$ cat src/rtl/lsq_request_issuer.sv
// -----------------------------------------------------------------------------
// lsq_request_issuer
//
// Consumer end of the load/store queue. Each cycle it may pop one LSQ entry
// into a single-entry request register that drives the data-memory request
// handshake. Loads are remembered in an in-order tracking FIFO so the returned
// read word can be aligned and extended and tagged with its instruction ID
// for writeback.
//
// Ports:
//   clk, rst            clock, synchronous active-high reset
//   lsq_valid/load/store/addr/be/fn3/data/id
//                       LSQ head entry; lsq_pop acknowledges it (combinational)
//   mem_req_valid/ready/rnw/addr/be/wdata
//                       data-memory request handshake (word-aligned address)
//   mem_rvalid/rdata    read responses, returned in request order
//   wb_valid/id/data    one-cycle load result towards writeback
//   outstanding_loads   loads popped but not yet written back
//   resp_error          sticky: a response arrived with no load tracked
// -----------------------------------------------------------------------------
module lsq_request_issuer #(
    parameter int ID_WIDTH              = 3,
    parameter int MAX_OUTSTANDING_LOADS = 4
) (
    input  logic                                   clk,
    input  logic                                   rst,
    input  logic                                   lsq_valid,
    input  logic                                   lsq_load,
    input  logic                                   lsq_store,
    input  logic [31:0]                            lsq_addr,
    input  logic [3:0]                             lsq_be,
    input  logic [2:0]                             lsq_fn3,
    input  logic [31:0]                            lsq_data,
    input  logic [ID_WIDTH-1:0]                    lsq_id,
    output logic                                   lsq_pop,
    output logic                                   mem_req_valid,
    input  logic                                   mem_req_ready,
    output logic                                   mem_req_rnw,
    output logic [31:0]                            mem_req_addr,
    output logic [3:0]                             mem_req_be,
    output logic [31:0]                            mem_req_wdata,
    input  logic                                   mem_rvalid,
    input  logic [31:0]                            mem_rdata,
    output logic                                   wb_valid,
    output logic [ID_WIDTH-1:0]                    wb_id,
    output logic [31:0]                            wb_data,
    output logic [$clog2(MAX_OUTSTANDING_LOADS):0] outstanding_loads,
    output logic                                   resp_error
);

    localparam int PTR_W   = $clog2(MAX_OUTSTANDING_LOADS);
    localparam int CNT_W   = PTR_W + 1;
    localparam int ENTRY_W = ID_WIDTH + 3 + 2;

    // ---------------- request register ----------------
    logic        req_valid_reg;
    logic        req_rnw_reg;
    logic [31:0] req_addr_reg;
    logic [3:0]  req_be_reg;
    logic [31:0] req_wdata_reg;

    // ---------------- load tracking FIFO ----------------
    logic [ENTRY_W-1:0] track_mem [MAX_OUTSTANDING_LOADS];
    logic [PTR_W-1:0]   wr_ptr_reg;
    logic [PTR_W-1:0]   rd_ptr_reg;
    logic [CNT_W-1:0]   count_reg;
    logic [CNT_W-1:0]   count_next;

    // ---------------- response path ----------------
    logic                wb_valid_reg;
    logic [ID_WIDTH-1:0] wb_id_reg;
    logic [31:0]         wb_data_reg;
    logic                resp_error_reg;

    logic                can_accept;
    logic                load_ok;
    logic                push;
    logic                retire;
    logic [ENTRY_W-1:0]  head;
    logic [ID_WIDTH-1:0] head_id;
    logic [2:0]          head_fn3;
    logic [1:0]          head_off;
    logic [31:0]         shifted;
    logic [31:0]         ext_data;

    // The register frees up in the same cycle its request is accepted, which
    // is what allows one request per cycle. load_ok uses only the registered
    // count: a response retiring this cycle does not make room until next.
    assign can_accept = ~req_valid_reg | mem_req_ready;
    assign load_ok    = count_reg < CNT_W'(MAX_OUTSTANDING_LOADS);
    assign lsq_pop    = lsq_valid & can_accept & (lsq_store | load_ok);
    assign push       = lsq_pop & lsq_load;
    assign retire     = mem_rvalid & (count_reg != '0);

    always_ff @(posedge clk) begin
        if (rst) begin
            req_valid_reg <= 1'b0;
        end else if (lsq_pop) begin
            req_valid_reg <= 1'b1;
            req_rnw_reg   <= lsq_load;
            req_addr_reg  <= {lsq_addr[31:2], 2'b00};
            req_be_reg    <= lsq_load ? 4'b1111 : lsq_be;
            req_wdata_reg <= lsq_data;
        end else if (mem_req_ready) begin
            req_valid_reg <= 1'b0;
        end
    end

    assign mem_req_valid = req_valid_reg;
    assign mem_req_rnw   = req_rnw_reg;
    assign mem_req_addr  = req_addr_reg;
    assign mem_req_be    = req_be_reg;
    assign mem_req_wdata = req_wdata_reg;

    // Storage carries no reset; only pointers and count define occupancy.
    always_ff @(posedge clk) begin
        if (push) begin
            track_mem[wr_ptr_reg] <= {lsq_id, lsq_fn3, lsq_addr[1:0]};
        end
    end

    assign head     = track_mem[rd_ptr_reg];
    assign head_id  = head[ENTRY_W-1 -: ID_WIDTH];
    assign head_fn3 = head[4:2];
    assign head_off = head[1:0];

    always_comb begin
        count_next = count_reg;
        case ({push, retire})
            2'b10:   count_next = count_reg + CNT_W'(1);
            2'b01:   count_next = count_reg - CNT_W'(1);
            default: count_next = count_reg;
        endcase
    end

    // Pointers wrap naturally because the depth is a power of two.
    always_ff @(posedge clk) begin
        if (rst) begin
            wr_ptr_reg <= '0;
            rd_ptr_reg <= '0;
            count_reg  <= '0;
        end else begin
            if (push) begin
                wr_ptr_reg <= wr_ptr_reg + PTR_W'(1);
            end
            if (retire) begin
                rd_ptr_reg <= rd_ptr_reg + PTR_W'(1);
            end
            count_reg <= count_next;
        end
    end

    assign outstanding_loads = count_reg;

    // Bring the addressed byte/halfword down to lane 0, then extend. An
    // offset-3 halfword simply yields whatever the shift left behind.
    assign shifted = mem_rdata >> {head_off, 3'b000};

    always_comb begin
        ext_data = shifted;
        case (head_fn3)
            3'b000:  ext_data = {{24{shifted[7]}}, shifted[7:0]};
            3'b100:  ext_data = {24'd0, shifted[7:0]};
            3'b001:  ext_data = {{16{shifted[15]}}, shifted[15:0]};
            3'b101:  ext_data = {16'd0, shifted[15:0]};
            default: ext_data = shifted;
        endcase
    end

    always_ff @(posedge clk) begin
        if (rst) begin
            wb_valid_reg   <= 1'b0;
            resp_error_reg <= 1'b0;
        end else begin
            wb_valid_reg <= retire;
            if (retire) begin
                wb_id_reg   <= head_id;
                wb_data_reg <= ext_data;
            end
            if (mem_rvalid && count_reg == '0) begin
                resp_error_reg <= 1'b1;
            end
        end
    end

    assign wb_valid   = wb_valid_reg;
    assign wb_id      = wb_id_reg;
    assign wb_data    = wb_data_reg;
    assign resp_error = resp_error_reg;

    // An LSQ entry must be exactly one of load or store.
    illegal_entry_kind_a: assert property (
        @(posedge clk) disable iff (rst) lsq_valid |-> (lsq_load ^ lsq_store)
    );

endmodule

$ cat config.mk
export PLATFORM = sky130hd
export DESIGN_NAME = lsq_request_issuer
export DESIGN_NICKNAME = d
export VERILOG_FILES = /design/src/rtl/lsq_request_issuer.sv
export SDC_FILE = /design/constraint.sdc
export NUM_CORES = 1
export LEC_CHECK = 0
export ABC_AREA = 1
export CORE_AREA = 2 2 124 126
export DETAILED_ROUTE_END_ITERATION = 16
export DIE_AREA = 0 0 126 128
export PLACE_DENSITY = 0.83
export SYNTH_ARGS = -nofsm -noshare
export SYNTH_HDL_FRONTEND = slang
export SYNTH_SLANG_ARGS = --single-unit
$ cat constraint.sdc
create_clock -name clk -period 5.7 [get_ports clk]
set_input_delay 0.57 -clock clk [delete_from_list [all_inputs] [get_ports clk]]
set_output_delay 0.57 -clock clk [all_outputs]
set_load 0.02 [all_outputs]
==> flow_summary.html <==
<table>
<tr><th>Metric</th><th>Value</th></tr>
<tr><th colspan="2">Run status</th></tr>
<tr><td>Outcome</td><td>complete, no violations</td></tr>
<tr><th colspan="2">STA</th></tr>
<tr><td>Max-slew headroom at the worst pin</td><td>0.3620</td></tr>
<tr><td>Total count of max-transition violations in the final report</td><td>0</td></tr>
<tr><td>Measured slew at the worst slew-check pin</td><td>0.9547 ns</td></tr>
<tr><td>Fraction of the cycle the final worst path needs</td><td>0.4863</td></tr>
<tr><td>Setup TNS Final</td><td>0 ns</td></tr>
<tr><td>Clock period minus final worst setup slack</td><td>2.772 ns</td></tr>
<tr><td>Fmax achieved</td><td>360.8 MHz</td></tr>
<tr><td>Number of failing hold endpoints at the final stage</td><td>0</td></tr>
<tr><td>Final number of setup-violating endpoints</td><td>0</td></tr>
<tr><td>RSZ-0062 raised after global routing</td><td>no</td></tr>
<tr><td>Final worst hold slack</td><td>0.4855 ns</td></tr>
<tr><td>Skew final</td><td>0.005573 ns</td></tr>
<tr><th colspan="2">Yosys</th></tr>
<tr><td>Number of different library cells in the post-synthesis netlist</td><td>36</td></tr>
<tr><td>Post-synthesis cell count</td><td>438</td></tr>
<tr><td>Combinational family with the most area after synthesis</td><td>simple AND/OR/NAND/NOR gates</td></tr>
<tr><td>Multiplexer fraction of the synthesized cell area</td><td>0</td></tr>
<tr><td>Share of synthesized cell area in full adder, half adder and majority cells</td><td>0.01416</td></tr>
<tr><td>Simple-gate area share of the yosys netlist</td><td>0.1605</td></tr>
<tr><td>Post-synthesis sequential element count</td><td>146</td></tr>
<tr><td>Sequential area share after synthesis</td><td>0.7312</td></tr>
<tr><td>Post-Synthesis Mean Instance Area</td><td>13.31 um^2</td></tr>
<tr><td>Total of warnings raised by yosys</td><td>0</td></tr>
<tr><td>Compound-cell area share of the yosys netlist</td><td>0.04613</td></tr>
<tr><td>Cell area after synthesis</td><td>5832 um^2</td></tr>
<tr><td>Synthesized-area fraction occupied by xor and xnor cells</td><td>0</td></tr>
<tr><th colspan="2">Route</th></tr>
<tr><td>Detailed Route Iter0 Violations</td><td>330</td></tr>
<tr><td>Count of vias placed by the detailed router</td><td>4,220</td></tr>
<tr><td>Average vias per placed instance</td><td>4.901</td></tr>
<tr><td>Average detailed-routed wire length per instance</td><td>16.95 um</td></tr>
<tr><td>DR DRC count</td><td>0</td></tr>
<tr><td>Post-detailed-routing wire length</td><td>14.60 mm</td></tr>
<tr><td>Antenna-violating nets left</td><td>0</td></tr>
<tr><td>Number of iterations in the first detailed-routing pass</td><td>4</td></tr>
<tr><th colspan="2">Clocking</th></tr>
<tr><td>Clock Latency Late Sink</td><td>0.42 ns</td></tr>
<tr><td>Clk pin slew, worst setup/hold paths</td><td>0.06 ns</td></tr>
<tr><td>TritonCTS buffer count</td><td>17</td></tr>
<tr><td>Clock net sink count</td><td>146</td></tr>
<tr><td>Post-CTS setup buffer count</td><td>0</td></tr>
<tr><td># H-tree levels</td><td>4</td></tr>
<tr><td>CTS max path bufs</td><td>2</td></tr>
<tr><td>Master cell of the clock root buffer</td><td>sky130_fd_sc_hd__clkbuf_16</td></tr>
<tr><td>Resized Gates After CTS</td><td>0</td></tr>
<tr><td>CTS Hold Bufs</td><td>0</td></tr>
<tr><td>CTS tree</td><td>yes</td></tr>
<tr><th colspan="2">Power</th></tr>
<tr><td>Power per standard cell area</td><td>398.6 nW/um^2</td></tr>
<tr><td>Peak supply drop</td><td>0.0002203 V</td></tr>
<tr><td>Static Leak</td><td>3.268 nW</td></tr>
<tr><th colspan="2">Die</th></tr>
<tr><td>Core footprint</td><td>14,860 um^2</td></tr>
<tr><td>Floorplan die area</td><td>16,130 um^2</td></tr>
<tr><td>Die Wd</td><td>126 um</td></tr>
<tr><td>Standard-cell rows</td><td>45</td></tr>
<tr><td>Initial Utilization</td><td>0.3923</td></tr>
<tr><td>Vertical die dimension</td><td>128 um</td></tr>
<tr><td>Ports</td><td>224</td></tr>
<tr><th colspan="2">Setup path</th></tr>
<tr><td>Critical register-to-register path endpoint</td><td>wb_data[27]</td></tr>
<tr><td>Worst Setup Path Type</td><td>register to register</td></tr>
<tr><td>Element type at the critical path start</td><td>register</td></tr>
<tr><td>Maximum fanout along the worst path</td><td>41</td></tr>
<tr><td>Capturing element of the worst setup path</td><td>wb_data[27]</td></tr>
<tr><td>Worst endpoint required time</td><td>5.96 ns</td></tr>
<tr><td>Critical Path Sink Type</td><td>register</td></tr>
<tr><td>Data arrival time of the critical path</td><td>3.03 ns</td></tr>
<tr><td>Reg2Reg Setup Slack</td><td>2.93 ns</td></tr>
<tr><td>Worst Reg-to-Reg Cells</td><td>8</td></tr>
<tr><th colspan="2">Placement</th></tr>
<tr><td>Half-perimeter wire length after placement</td><td>10.64 mm</td></tr>
<tr><td>Routability congestion estimate</td><td>0.9056</td></tr>
<tr><td>Number of buffer cells added on primary ports</td><td>221</td></tr>
<tr><th colspan="2">Layout</th></tr>
<tr><td>Commonest non-fill, non-tap cells in the layout</td><td>sky130_fd_sc_hd__clkdlybuf4s50_1, sky130_fd_sc_hd__edfxtp_1, sky130_fd_sc_hd__nand2_1</td></tr>
<tr><td>Final net count</td><td>779</td></tr>
<tr><td>Leading cell type in the layout, fill and taps excluded</td><td>sky130_fd_sc_hd__clkdlybuf4s50_1</td></tr>
<tr><td>Relative area change from synthesis to final layout</td><td>50.31%</td></tr>
<tr><td>Core occupancy in the finished layout</td><td>0.5897</td></tr>
<tr><td>Total inserted antenna cells</td><td>0</td></tr>
<tr><td>Ratio of cells with drive above 1 in the final layout</td><td>0.1010</td></tr>
<tr><th colspan="2">GRT</th></tr>
<tr><td>Number of antenna violations at the first check in global routing</td><td>0</td></tr>
<tr><td>Pin count of the biggest net entering global routing</td><td>68</td></tr>
<tr><td>Total Routing Usage GR</td><td>0.1777</td></tr>
<tr><td>First-pass GRT wire length</td><td>21.67 mm</td></tr>
<tr><td>Number of global-route vias before repair</td><td>4,207</td></tr>
<tr><td>Leftover overflow at the end of global routing</td><td>0</td></tr>
<tr><th colspan="2">Hold path</th></tr>
<tr><td>Min-Delay Startpoint</td><td>outstanding_loads[0]</td></tr>
<tr><td>Worst min-delay path category</td><td>register to register</td></tr>
<tr><th colspan="2">Job</th></tr>
<tr><td>Maximum Capacitance Violations</td><td>0</td></tr>
</table>
[layout make-up]
class | instances | area [um^2]
clock inverter | 13 | 180.2
tap | 188 | 235.2
timing repair buffer | 222 | 2220
clock buffer | 19 | 432.9
inverter | 30 | 120.1
sequential | 146 | 4264
multi-input combinational | 243 | 1314
fill | 1148 | 6098
[synth_stat cells]
master | instances | area [um^2]
sky130_fd_sc_hd__nand3_4 | 1 | 17.52
sky130_fd_sc_hd__a21oi_1 | 5 | 25.02
sky130_fd_sc_hd__nand3_2 | 16 | 160.2
sky130_fd_sc_hd__ha_1 | 5 | 62.56
sky130_fd_sc_hd__buf_4 | 6 | 45.04
sky130_fd_sc_hd__o21ai_2 | 1 | 8.760
sky130_fd_sc_hd__nand4_1 | 1 | 6.260
sky130_fd_sc_hd__clkbuf_1 | 1 | 3.750
sky130_fd_sc_hd__inv_6 | 1 | 8.760
sky130_fd_sc_hd__inv_2 | 2 | 7.510
sky130_fd_sc_hd__o21a_1 | 1 | 7.510
sky130_fd_sc_hd__inv_4 | 1 | 6.260
sky130_fd_sc_hd__nand3_1 | 46 | 230.2
sky130_fd_sc_hd__or2_1 | 1 | 6.260
sky130_fd_sc_hd__nor2_2 | 1 | 6.260
sky130_fd_sc_hd__o21ai_0 | 36 | 180.2
sky130_fd_sc_hd__o22ai_1 | 3 | 18.77
sky130_fd_sc_hd__or2_2 | 4 | 25.02
sky130_fd_sc_hd__nor3_1 | 1 | 5.000
sky130_fd_sc_hd__dfxtp_1 | 12 | 240.2
sky130_fd_sc_hd__edfxtp_1 | 134 | 4024
sky130_fd_sc_hd__buf_2 | 5 | 25.02
sky130_fd_sc_hd__nand2_2 | 7 | 43.79
sky130_fd_sc_hd__nand2_4 | 1 | 11.26
sky130_fd_sc_hd__a211oi_1 | 2 | 15.01
sky130_fd_sc_hd__buf_1 | 1 | 3.750
sky130_fd_sc_hd__nor2_4 | 2 | 22.52
sky130_fd_sc_hd__inv_1 | 26 | 97.59
sky130_fd_sc_hd__o21bai_1 | 1 | 7.510
sky130_fd_sc_hd__fa_1 | 1 | 20.02
sky130_fd_sc_hd__buf_6 | 7 | 78.83
sky130_fd_sc_hd__nor3b_1 | 3 | 22.52
sky130_fd_sc_hd__conb_1 | 1 | 3.750
sky130_fd_sc_hd__a31oi_1 | 1 | 6.260
sky130_fd_sc_hd__nor2_1 | 31 | 116.4
sky130_fd_sc_hd__nand2_1 | 70 | 262.8
[critical path, cell delays in order (launching register included)]
cell and delay, ns:
sky130_fd_sc_hd__dfxtp_1 0.74, sky130_fd_sc_hd__inv_6 0.15, sky130_fd_sc_hd__nand2_1 0.12, sky130_fd_sc_hd__nand3_2 0.20, sky130_fd_sc_hd__nand2_2 0.57, sky130_fd_sc_hd__nand2_1 0.11
sky130_fd_sc_hd__nand2_1 0.13, sky130_fd_sc_hd__nand3_2 0.36, sky130_fd_sc_hd__nand3_1 0.23
[cells by family (layout without fill, tap and decap cells)]
kind of cell	after synthesis	in the layout
AO/OA/AOI/OAI	50	50
adder cells (fa/ha/maj)	6	6
buffers and inverters	50	284
flip-flops	146	146
other	1	2
AND/OR/NAND/NOR	185	185
[per-stage QoR]
| stage | instances | setup WS [ns] | area [um^2] | total power [mW] |
|---|---|---|---|---|
| floorplan | 439 | 1.807 | 5841 | 2.033 |
| global placement | 829 | 2.824 | 8153 | 2.323 |
| detailed placement | 829 | 2.598 | 8153 | 2.356 |
| CTS | 861 | 2.971 | 8766 | 3.519 |
| global route | 861 | 2.617 | 8766 | 3.666 |
| finish | 861 | 2.928 | 8766 | 3.494 |
[layer usage]
metal	share of wire	vias up	wire [um]	GRT usage
met1	0.39	1993	5702	0.2077
met2	0.52	201	7519	0.3046
met5	0	-	0	0
li1	-	1991	-	-
met3	0.069	35	1001	0.05050
met4	0.026	0	375	0.08274
[power by group]
| group | total (mW) | switching (mW) | internal, mW |
|---|---|---|---|
| logic | 0.943 | 0.568 | 0.375 |
| registers | 1.40 | 0.0530 | 1.34 |
| clock network | 1.15 | 0.422 | 0.733 |
[worst min-delay path by stage]
stage | endpoint | slack (ns) | cells after the start
5_1_grt | outstanding_loads[0] | 0.52 | 2
3_5_place_dp | outstanding_loads[0] | 0.48 | 2
6_report | outstanding_loads[0] | 0.49 | 2
3_3_place_gp | resp_error | 0.45 | 2
2_1_floorplan | wr_ptr_reg[1] | 0.50 | 2
4_1_cts | outstanding_loads[0] | 0.49 | 2
(Power assumes the default switching activity.)
